**config.mk**
```make
export PLATFORM = sky130hd
export DESIGN_NAME = input_stream_buffer
export DESIGN_NICKNAME = d
export VERILOG_FILES = /design/src/rtl/input_stream_buffer.sv
export SDC_FILE = /design/constraint.sdc
export NUM_CORES = 1
export LEC_CHECK = 0
export CAP_MARGIN = 20
export CORE_ASPECT_RATIO = 1.2
export CORE_MARGIN = 2
export CORE_UTILIZATION = 40
export DETAILED_ROUTE_END_ITERATION = 8
export HOLD_SLACK_MARGIN = 0.08
export PLACE_DENSITY = 0.68
export REMOVE_ABC_BUFFERS = 1
export SETUP_SLACK_MARGIN = 0.1
export SLEW_MARGIN = 10
export SYNTH_ARGS = -nofsm -noshare
export SYNTH_HDL_FRONTEND = slang
export SYNTH_SLANG_ARGS = --single-unit
```
**constraint.sdc**
```tcl
create_clock -name clock -period 2.9 [get_ports clock]
set_clock_uncertainty 0.05 [all_clocks]
set_input_delay 0.725 -clock clock [delete_from_list [all_inputs] [get_ports clock]]
set_output_delay 0.725 -clock clock [all_outputs]
set_load 0.03 [all_outputs]
```
**src/rtl/input_stream_buffer.sv**
```systemverilog
// input_stream_buffer
//   Per-lane row buffer feeding the west edge of the block-multiply systolic
//   array. A DEPTH-element row is loaded per lane through a valid/ready write
//   port; after start, each lane streams its row one element per cycle once
//   its lane_go bit has been seen. lane_go comes from control_mux and staggers
//   the lane start times to skew the input wavefront.
//
// Handshake: a write is transferred on a rising clock edge where
//   wr_valid & wr_ready are both high. wr_ready is combinational from state,
//   wr_lane and that lane's write pointer, and is only ever high in LOAD.
//   Writes that are not accepted are dropped, not held.
//
// Ports
//   clock       in   1         rising-edge clock
//   reset       in   1         synchronous, active-low reset
//   wr_valid    in   1         write request
//   wr_ready    out  1         write accepted when wr_valid & wr_ready
//   wr_lane     in   clog2(LANES)  target lane of write
//   wr_data     in   DW        element appended at the lane's write pointer
//   start       in   1         begin streaming (sampled in LOAD only)
//   lane_go     in   LANES     per-lane start enable
//   lane_data   out  LANES*DW  lane i at [i*DW +: DW], registered
//   lane_valid  out  LANES     lane i element on lane_data is real
//   busy        out  1         high in STREAM and DONE
//   done        out  1         one-cycle pulse, all lanes drained
//   state_dbg   out  2         current FSM state (LOAD=0, STREAM=1, DONE=2)
//
// DEPTH must be at least 2.

module input_stream_buffer #(
    parameter int LANES = 4,
    parameter int DEPTH = 4,
    parameter int DW    = 8
) (
    input  logic                     clock,
    input  logic                     reset,
    input  logic                     wr_valid,
    output logic                     wr_ready,
    input  logic [$clog2(LANES)-1:0] wr_lane,
    input  logic [DW-1:0]            wr_data,
    input  logic                     start,
    input  logic [LANES-1:0]         lane_go,
    output logic [LANES*DW-1:0]      lane_data,
    output logic [LANES-1:0]         lane_valid,
    output logic                     busy,
    output logic                     done,
    output logic [1:0]               state_dbg
);

    localparam int AW = $clog2(DEPTH);
    localparam int PW = AW + 1;
    localparam logic [PW-1:0] FULL = PW'(DEPTH);

    typedef enum logic [1:0] {
        ST_LOAD   = 2'd0,
        ST_STREAM = 2'd1,
        ST_DONE   = 2'd2
    } state_t;

    state_t state, next_state;

    logic [DW-1:0]    mem     [LANES][DEPTH];
    logic [PW-1:0]    wr_ptr  [LANES];
    logic [PW-1:0]    rd_ptr  [LANES];
    logic [LANES-1:0] started;
    logic             all_drained;

    assign busy      = (state != ST_LOAD);
    assign done      = (state == ST_DONE);
    assign state_dbg = state;

    // Out-of-range lanes and full lanes never raise ready, so their writes drop.
    always_comb begin
        wr_ready = 1'b0;
        if (state == ST_LOAD && int'(wr_lane) < LANES)
            wr_ready = (wr_ptr[wr_lane] != FULL);
    end

    always_comb begin
        all_drained = 1'b1;
        for (int i = 0; i < LANES; i++)
            if (rd_ptr[i] != FULL)
                all_drained = 1'b0;
    end

    always_comb begin
        next_state = state;
        case (state)
            ST_LOAD:   if (start) next_state = ST_STREAM;
            ST_STREAM: if (all_drained) next_state = ST_DONE;
            ST_DONE:   next_state = ST_LOAD;
            default:   next_state = ST_LOAD;
        endcase
    end

    always_ff @(posedge clock) begin
        if (!reset) state <= ST_LOAD;
        else        state <= next_state;
    end

    always_ff @(posedge clock) begin
        if (!reset) begin
            for (int i = 0; i < LANES; i++) begin
                wr_ptr[i] <= '0;
                rd_ptr[i] <= '0;
                for (int j = 0; j < DEPTH; j++)
                    mem[i][j] <= '0;
            end
            started    <= '0;
            lane_data  <= '0;
            lane_valid <= '0;
        end else begin
            // Outputs idle unless a lane emits below.
            lane_data  <= '0;
            lane_valid <= '0;

            // A write in the same cycle as start still lands before streaming.
            if (wr_valid && wr_ready) begin
                mem[wr_lane][wr_ptr[wr_lane][AW-1:0]] <= wr_data;
                wr_ptr[wr_lane] <= wr_ptr[wr_lane] + PW'(1);
            end

            if (state == ST_STREAM) begin
                for (int i = 0; i < LANES; i++) begin
                    // lane_go counts only until the lane has started; after
                    // that the row runs to completion regardless of lane_go.
                    if ((started[i] || lane_go[i]) && rd_ptr[i] != FULL) begin
                        started[i]            <= 1'b1;
                        lane_data[i*DW +: DW] <= mem[i][rd_ptr[i][AW-1:0]];
                        lane_valid[i]         <= 1'b1;
                        rd_ptr[i]             <= rd_ptr[i] + PW'(1);
                    end
                end
            end

            if (state == ST_DONE) begin
                for (int i = 0; i < LANES; i++) begin
                    wr_ptr[i] <= '0;
                    rd_ptr[i] <= '0;
                    for (int j = 0; j < DEPTH; j++)
                        mem[i][j] <= '0;
                end
                started <= '0;
            end
        end
    end

endmodule
```
## After elaboration in Yosys (flattened, before gate mapping)

Memory sizes are Yosys's and may differ from the RTL's.
Cells that the tools add are included.

| word-level totals | value |
|---|---|
| bits in registers | 42 |
| output and inout bits | 41 |
| memory bits (writable) | 152 |
| memories | 3 |
| input bits | 18 |
| word-level logic and storage cells | 172 |

| operators by class | value |
|---|---|
| reduce and logical (&&, ||, !) cells | 25 |
| $lt $le $gt $ge | 6 |
| muxes and demuxes | 80 |
| equality and inequality tests | 9 |
| add/subtract/negate cells | 5 |
| bitwise operators | 34 |

Memory list:

| name | words | width | rd ports | clocked after Yosys merged registers in | write ports | line | RTL |
|---|---|---|---|---|---|---|---|
| mem | 4 | 32 | 4 | 0 | 4 | 62 | `logic [DW-1:0] mem [LANES][DEPTH];` |
| rd_ptr | 4 | 3 | 4 | 0 | 4 | 64 | `logic [PW-1:0] rd_ptr [LANES];` |
| wr_ptr | 4 | 3 | 1 | 0 | 4 | 63 | `logic [PW-1:0] wr_ptr [LANES];` |

Operator list:

| operator | count |
|---|---|
| 8-bit two-way mux | 25 |
| 32-bit two-way mux | 3 |
| 8-bit binary-select mux with 2-bit select | 4 |
| 3-bit two-way mux | 13 |
| 32-bit OR reduction | 1 |
| 1-bit two-way mux | 29 |
| 1-bit OR | 28 |
| 8-bit demux with 2-bit select | 1 |
| 3-bit by 1-bit adder with 3-bit output (second input constant) | 5 |
| 3-bit greater-or-equal comparator (second input constant) | 5 |
| 3-bit != test (second input constant) | 5 |
| 2-bit inverter with 3-bit output | 5 |
| 2-bit AND reduction | 6 |
| 3-bit AND reduction | 4 |
| 2-bit two-way mux | 4 |
| 1-bit logical AND | 6 |
| 1-bit logical OR | 4 |
| 2-bit != test (second input constant) | 2 |
| 2-bit one-hot mux with 2 select lines | 1 |
| 3-bit by 1-bit < comparator with 1-bit output (second input constant) | 1 |
| 3-bit OR reduction | 1 |
| 2-bit by 1-bit == test with 1-bit output (second input constant) | 1 |
| 2-bit == test (second input constant) | 1 |
| 2-bit logical NOT | 1 |
| 3 further kinds | 3 |

## Logic depth before layout (Yosys ltp)

Gate-level depths: netlist of run 1.
An unclocked memory read counts as a cell.

| depth | value |
|---|---|
| depth in word-level cells | 9 |
| mapped depth | 10 |
| mapped depth without buffers | 6 |

## Least setup slack after synthesis of run 1

No wires, ideal clock.

| path | value |
|---|---|
| path kind | input port to output port |
| start | input wr_lane[1] |
| end | output wr_ready |
| arrival time | 2.719 ns |
| slack | -0.594 ns |
| stages | 9 |
| buffers on the path | 3 |
| data required time | 2.125 ns |
| cells stage by stage | buf_4 -> buf_2 -> mux4_2 -> inv_1 -> ha_1 -> buf_6 -> nand2_2 -> nor2_1 -> nor3_1 |

| on the way | value |
|---|---|
| cells in the longest elaborated chain, start to end | 3 |

Ends and longest elaborated chain:

| item | line | RTL |
|---|---|---|
| start, declared | 39 | `input logic [$clog2(LANES)-1:0] wr_lane,` |
| memory read 4 x 3 bit | -- |  |
| 3-bit != test | 76 | `wr_ready = (wr_ptr[wr_lane] != FULL);` |
| 1-bit two-way mux | 75 | `if (state == ST_LOAD && int'(wr_lane) < LANES)` |
| end, declared | 38 | `output logic wr_ready,` |

Every way passes these cells.

## Worst setup path after layout of run 1

| path | value |
|---|---|
| start | input wr_lane[0] |
| end | output wr_ready |

The elaborated chain is that of the path after synthesis.

==> flow_metrics.tcl, run 1 <==
set metrics [dict create \
    status "finished clean" \
    cts.sinks 194 \
    clk_path_buf_depth 2 \
    synthMuxAreaShare_pct 16.9 \
    dr.pass1.iters 5 \
    grt_use_total_pct 17.8 \
    vias 5584 \
    hp-class "reg -> reg" \
    period_needed_ps 2770 \
    combPwrFrac_pct 9.5 \
    endpoint_kind "output port" \
    max_freq_mhz 361 \
    synth-compound-area-share_pct 4.06 \
    netlist_instances 659 \
    cts_made_buffers 17 \
    overflow 0 \
    async_flop_share_pct 0 \
    p_per_area_nw_per_um2 555 \
    slew_violations 0 \
    drive_gt1_share_pct 27.4 \
    post_dp_cell_area_um2 9860 \
    pre_cts_ws_ps -883 \
    hpwlAfterDp_mm 12.9 \
    hold_viol 0 \
    seqCellArea_um2 4780 \
    drv_cap 0 \
    ff2ff_setup_slack_ps 440 \
    grt_max_degree 63 \
    peakVddDrop_mv 0.420 \
    layout.cells.non_filler 1034 \
    die-area_um2 22800 \
    ant_nets 0 \
    drt_iter0_markers 407 \
    p_sw_mw 1.33 \
    p_sw_share_pct 22.6 \
    startpoint_type "input port" \
    synth_top_area_cell "edfxtp_1" \
    cts_htree_levels 4 \
    gp_congestion 0.910 \
    p_total_mw 5.88 \
    avgSynthCellArea_um2 13.1 \
    io_pins 59 \
    synth_xor_xnor_area_share_pct 0.304 \
    initial_core_util_pct 41.0 \
    finalSetupViolations 0 \
    clk-insertion-delay-late_ps 420 \
    synth_flop_cell "dfxtp_1" \
    synthMostInstantiatedCell "dfxtp_1" \
    die_h_um 165 \
    drcViolationCount 0 \
    p_leak_nw 4.51 \
    vias_per_cell 5.40 \
    yosysWarnings 0 \
    cts-root-buf "clkbuf_16" \
    antenna_found_initial 0 \
    p_clk_share_pct 39.6 \
    postCtsHoldBufs 0 \
    p_seq_share_pct 50.9 \
    rows 58 \
    port_buffers 58 \
    routedWlPerCell_um 19.1 \
    fin_crit_sh_pct 95.5 \
    clk_pin_slew_ps 60 \
    synthDominantCellAreaShare_pct 31.3 \
    diodes 0 \
    critical_path.max_fanout 3 \
    worstMarginPinSlew_ps 731 \
    fillers 1813 \
    grt_pass1_wl_mm 31.1 \
    synth-edff-count 90 \
    routed_wl_mm 19.8 \
    synth_area_um2 8630 \
    yosysSeqAreaShare_pct 55.4 \
    fin_tns_setup_ps 0 \
    grt_pass1_vias 5788 \
    worstPathRequired_ps 2120 \
    post-place-cells 990 \
    arrival_ps 2000 \
    grt_setup_unrepaired "yes" \
    synth_top_family_by_area "simple AND/OR/NAND/NOR gates" \
    synth_common_cells "dfxtp_1, and3_1, edfxtp_1, mux2_2, and2_1" \
    path_class "in -> out" \
    area_growth_syn_to_layout_pct 22.8 \
    synth_top_cells_by_area "edfxtp_1, dfxtp_1, mux4_2, and3_1, mux2_2" \
    yosysUniqueCellTypes 51 \
    dieWidth_um 138 \
    synth_fa_ha_area_share_pct 1.74 \
    synthSimpleGateAreaFrac_pct 17.6 \
    core_um2 21000 \
    tritoncts "yes" \
    ys_ff_latch 194 \
    final_cell_area_um2 10600 \
    fin_ws_ps 130 \
    multi_input_area_um2 3560 \
    nNetsFinal 781 \
    intPower_mw 4.55 \
    slew_headroom_pct 51.1 \
]
-- state kept, by name, indices dropped and copies added, names as in the netlist --
signal      cells
rd_ptr         12
state_dbg       2
lane_data      32
mem           128
wr_ptr         12
lane_valid      4
started         4
-- logic make-up (layout without fill, tap and decap cells) --
family,count (synthesis),count (layout)
AO/OA/AOI/OAI,39,39
XOR/XNOR,3,3
adder cells (fa/ha/maj),12,12
buffers and inverters,74,179
flip-flops,194,194
multiplexers,95,95
AND/OR/NAND/NOR,242,242
-- area by class of cell --
cell class	instances	area share [%]
inverters	20	0.708
repair buffers	127	11.7
multi-input cells	391	33.6
flip-flops and latches	194	45.2
clock inverters	7	0.661
well taps	270	3.19
clock buffers	25	4.98
-- routing by layer --
metal / part of all wire, % / vias up / GRT usage, %
met1: 42 / 2838 / 20.9
li1: - / 2601 / -
met4: 1.6 / 0 / 5.47
met2: 53 / 124 / 32.9
met5: 0 / - / 0
met3: 3.7 / 21 / 3.83
-- power groups by stage --
stage                     registers [mW]  clock network (mW)  logic, mW
final                               2.99                2.33      0.557
after global placement              3.05                   0      0.512
after floorplan                     3.06                   0      0.244
after global routing                3.00                2.49      0.594
after CTS                           2.99                2.37      0.544
after detailed placement            3.05                   0      0.527
-- per-stage QoR --
step | hold slack [ps] | utilization [%]
3_3_place_gp | 400 | 46.8
3_5_place_dp | 407 | 46.8
2_1_floorplan | 389 | -
6_report | 413 | 50.4
4_1_cts | 415 | 50.1
5_1_grt | 441 | 50.4
-- worst paths after layout --
kind | from | to | cells past startpoint
worst max register to register | wr_ptr[0][1]$_SDFFCE_PN0P_ | wr_ptr[0][1]$_SDFFCE_PN0P_ | 14
worst max-delay path | wr_lane[0] | wr_ready | 8
worst min-delay path | started[1]$_SDFFE_PP0P_ | started[1]$_SDFFE_PP0P_ | 2
worst min register to register | started[1]$_SDFFE_PP0P_ | started[1]$_SDFFE_PP0P_ | 2
-- worst max-delay path, cell delays in order --
cell	delay (ps)
buf_6	80
mux4_2	520
inv_2	110
ha_4	170
nand2b_4	70
nor2_4	100
nor3_2	50
buf_4	160
-- repair_timing --
action,4_1_cts,5_1_grt
resized for setup,21,6
hold endpoints to repair,0,0
setup endpoints to repair,48,1
buffers inserted,8,4
pin swaps,1,4
-- placed cells by master (no fill, tap or decap), drive strengths merged, types with 3 or more instances in the layout --
| cell type | Yosys | layout |
|---|---|---|
| o211ai | 5 | 5 |
| a211oi | 3 | 3 |
| inv | 20 | 21 |
| edfxtp | 90 | 90 |
| ha | 12 | 12 |
| clkbuf | 35 | 25 |
| o21ai | 7 | 7 |
| mux4 | 35 | 35 |
| mux2i | 12 | 12 |
| nand4 | 4 | 4 |
| and2 | 42 | 42 |
| a2111oi | 3 | 3 |
| clkdlybuf4s50 | 0 | 54 |
| o2111ai | 3 | 3 |
| dfxtp | 104 | 104 |
| and3 | 101 | 101 |
| nand3 | 18 | 18 |
| a21oi | 6 | 6 |
| nor3 | 6 | 6 |
| nor2 | 15 | 15 |
| a21o | 6 | 6 |
| nor2b | 18 | 18 |
| clkinv | 0 | 3 |
| xnor2 | 3 | 3 |
| buf | 19 | 72 |
| nand2 | 18 | 18 |
| mux2 | 48 | 48 |
| nand3b | 3 | 3 |
| nand2b | 6 | 6 |
Power figures use the tool's default switching activity.
==> inputs of run 2 (changes only) <==
CTS_CLUSTER_SIZE = 25   (was default)
PLACE_DENSITY = 0.66   (was 0.68)
clock period = 2.75 ns   (was 2.9 ns; I/O delays follow)
==> run 2 against run 1 <==
  * Sequential power rose by 5%
  * Final cell count down 0.58%
  * Routed wire length rose by 0.18%
  * Sequential share of layout area rose by 0.31 points
  * Combinational power increased by 6.1%
  * Worst hold slack improved by 0.55 ps
  * Critical path depth is 1 lower
  * Power grew 4.1%
  * Clock power up 2%
  * Count of clock-buffer cells in the layout up 1
  * Sequential cell count unchanged
  * Largest power group unchanged
==> flow_metrics.tcl, run 2 (synthesis gave the netlist of run 1 again) <==
set metrics [dict create \
    io_pins 59 \
    seqCellArea_um2 4780 \
    p_sw_share_pct 23.1 \
    grt_setup_unrepaired "yes" \
    multi_input_area_um2 3560 \
    nNetsFinal 775 \
    grt_use_total_pct 17.9 \
    overflow 0 \
    cts_made_buffers 17 \
    grt_pass1_wl_mm 31.4 \
    rows 58 \
    combPwrFrac_pct 9.7 \
    worstSetupEndpoint "wr_ready" \
    hp-class "reg -> reg" \
    drcViolationCount 0 \
    diodes 0 \
    p_sw_mw 1.41 \
    intPower_mw 4.70 \
    routedWlPerCell_um 19.3 \
    grt_max_degree 63 \
    hpwlAfterDp_mm 13.2 \
    routed_wl_mm 19.8 \
    finalSetupViolations 0 \
    grt_pass1_vias 5870 \
    drt_iter0_markers 369 \
    worstReg2RegEnd "mem[2][6]$_SDFFE_PP0P_" \
    rr_startpoint "wr_ptr[0][1]$_SDFFCE_PN0P_" \
    startpoint_type "flop" \
    worstMarginPinSlew_ps 762 \
    critical_path.max_fanout 3 \
    most-common-layout-cells "dfxtp_1, and3_1, edfxtp_1, clkdlybuf4s50_1, buf_4" \
    final_common_cell "dfxtp_1" \
    tritoncts "yes" \
    postCtsHoldBufs 0 \
    slew_violations 0 \
    p_per_area_nw_per_um2 581 \
    ant_nets 0 \
    largest_reg_flops 128 \
    clk_pin_slew_ps 60 \
    port_buffers 58 \
    fin_ws_ps 13.6 \
    hold_viol 0 \
    p_clk_share_pct 38.9 \
    p_total_mw 6.12 \
    top_regs "mem x128, lane_data x32" \
    max_freq_mhz 365 \
    cts_htree_levels 4 \
    largest-register "mem" \
    ff2ff_setup_slack_ps 310 \
    status "finished clean" \
    die_h_um 165 \
    vias 5575 \
    period_needed_ps 2740 \
    p_seq_share_pct 51.4 \
    drive_gt1_share_pct 26.6 \
    fillers 1777 \
    arrival_ps 2000 \
    cts-root-buf "clkbuf_16" \
    peakVddDrop_mv 0.427 \
    drv_cap 0 \
    hold_path_depth 2 \
    core_um2 21000 \
    dr.pass1.iters 6 \
    dieWidth_um 138 \
    utilization_pct 50.0 \
    slew_headroom_pct 49.0 \
    initial_core_util_pct 41.0 \
    clk-insertion-delay-late_ps 420 \
    fin_crit_sh_pct 99.5 \
    gp_congestion 0.845 \
    cts.sinks 194 \
    antenna_found_initial 0 \
    path_class "reg -> out" \
    reg2reg_depth 9 \
    vias_per_cell 5.42 \
    clk_path_buf_depth 2 \
    p_leak_nw 4.49 \
    die-area_um2 22800 \
    area_growth_syn_to_layout_pct 22.0 \
    crit_start "wr_ptr[0][1]$_SDFFCE_PN0P_" \
    pre_cts_ws_ps -1010 \
    endpoint_kind "output port" \
    worstPathRequired_ps 2010 \
    fin_tns_setup_ps 0 \
]
## run 2: through the flow
step                area (um^2)  instances  hold slack, ps
finish                    10500       1028             413
global route              10500       1028             448
CTS                       10500       1027             416
detailed placement         9840        987             407
global placement           9840        987             399
floorplan                  8370        605             389
## run 2: timing repair
action                                  4_1_cts  5_1_grt
gates cloned                                  0        0
pin swaps                                     2        3
setup buffers                                 8        1
gates resized for setup                      23        4
endpoints found under the setup margin      198        2
## run 2: area by class of cell
class | instances | area share (%)
clock buffer | 26 | 5.04
clock inverter | 6 | 0.392
inverter | 20 | 0.713
multi-input combinational | 391 | 33.8
sequential | 194 | 45.5
tap | 270 | 3.21
timing repair buffer | 121 | 11.4
## run 2: power by group through the flow
stage               combinational (mW)  clock (mW)  sequential (mW)
finish                           0.591        2.38             3.15
global route                     0.633        2.56             3.15
CTS                              0.586        2.43             3.15
detailed placement               0.566           0             3.21
global placement                 0.545           0             3.20
floorplan                        0.258           0             3.23
## run 2: worst min-delay path by stage
stage                            start                      end  slack, ps
2_1_floorplan  started[1]$_SDFFE_PP0P_  started[1]$_SDFFE_PP0P_        390
3_3_place_gp   started[1]$_SDFFE_PP0P_  started[1]$_SDFFE_PP0P_        400
3_5_place_dp   started[1]$_SDFFE_PP0P_  started[1]$_SDFFE_PP0P_        410
4_1_cts        started[1]$_SDFFE_PP0P_  started[1]$_SDFFE_PP0P_        420
5_1_grt        started[1]$_SDFFE_PP0P_  started[1]$_SDFFE_PP0P_        450
6_report       started[1]$_SDFFE_PP0P_  started[1]$_SDFFE_PP0P_        410
## run 2: layer usage
metal	GRT usage, %	part of all wire, %	vias up
met2	32.1	52	152
met5	0	0	-
met3	3.48	4.5	28
met4	6.03	2.3	0
met1	21.7	41	2799
li1	-	-	2596
## run 2: worst max-delay path, stage by stage (launching register included)
cell and delay [ps]:
edfxtp_1 400, mux4_2 500, inv_2 90, ha_4 160, nand2b_4 70, nor2_4 120, nor3_2 60, buf_4 160
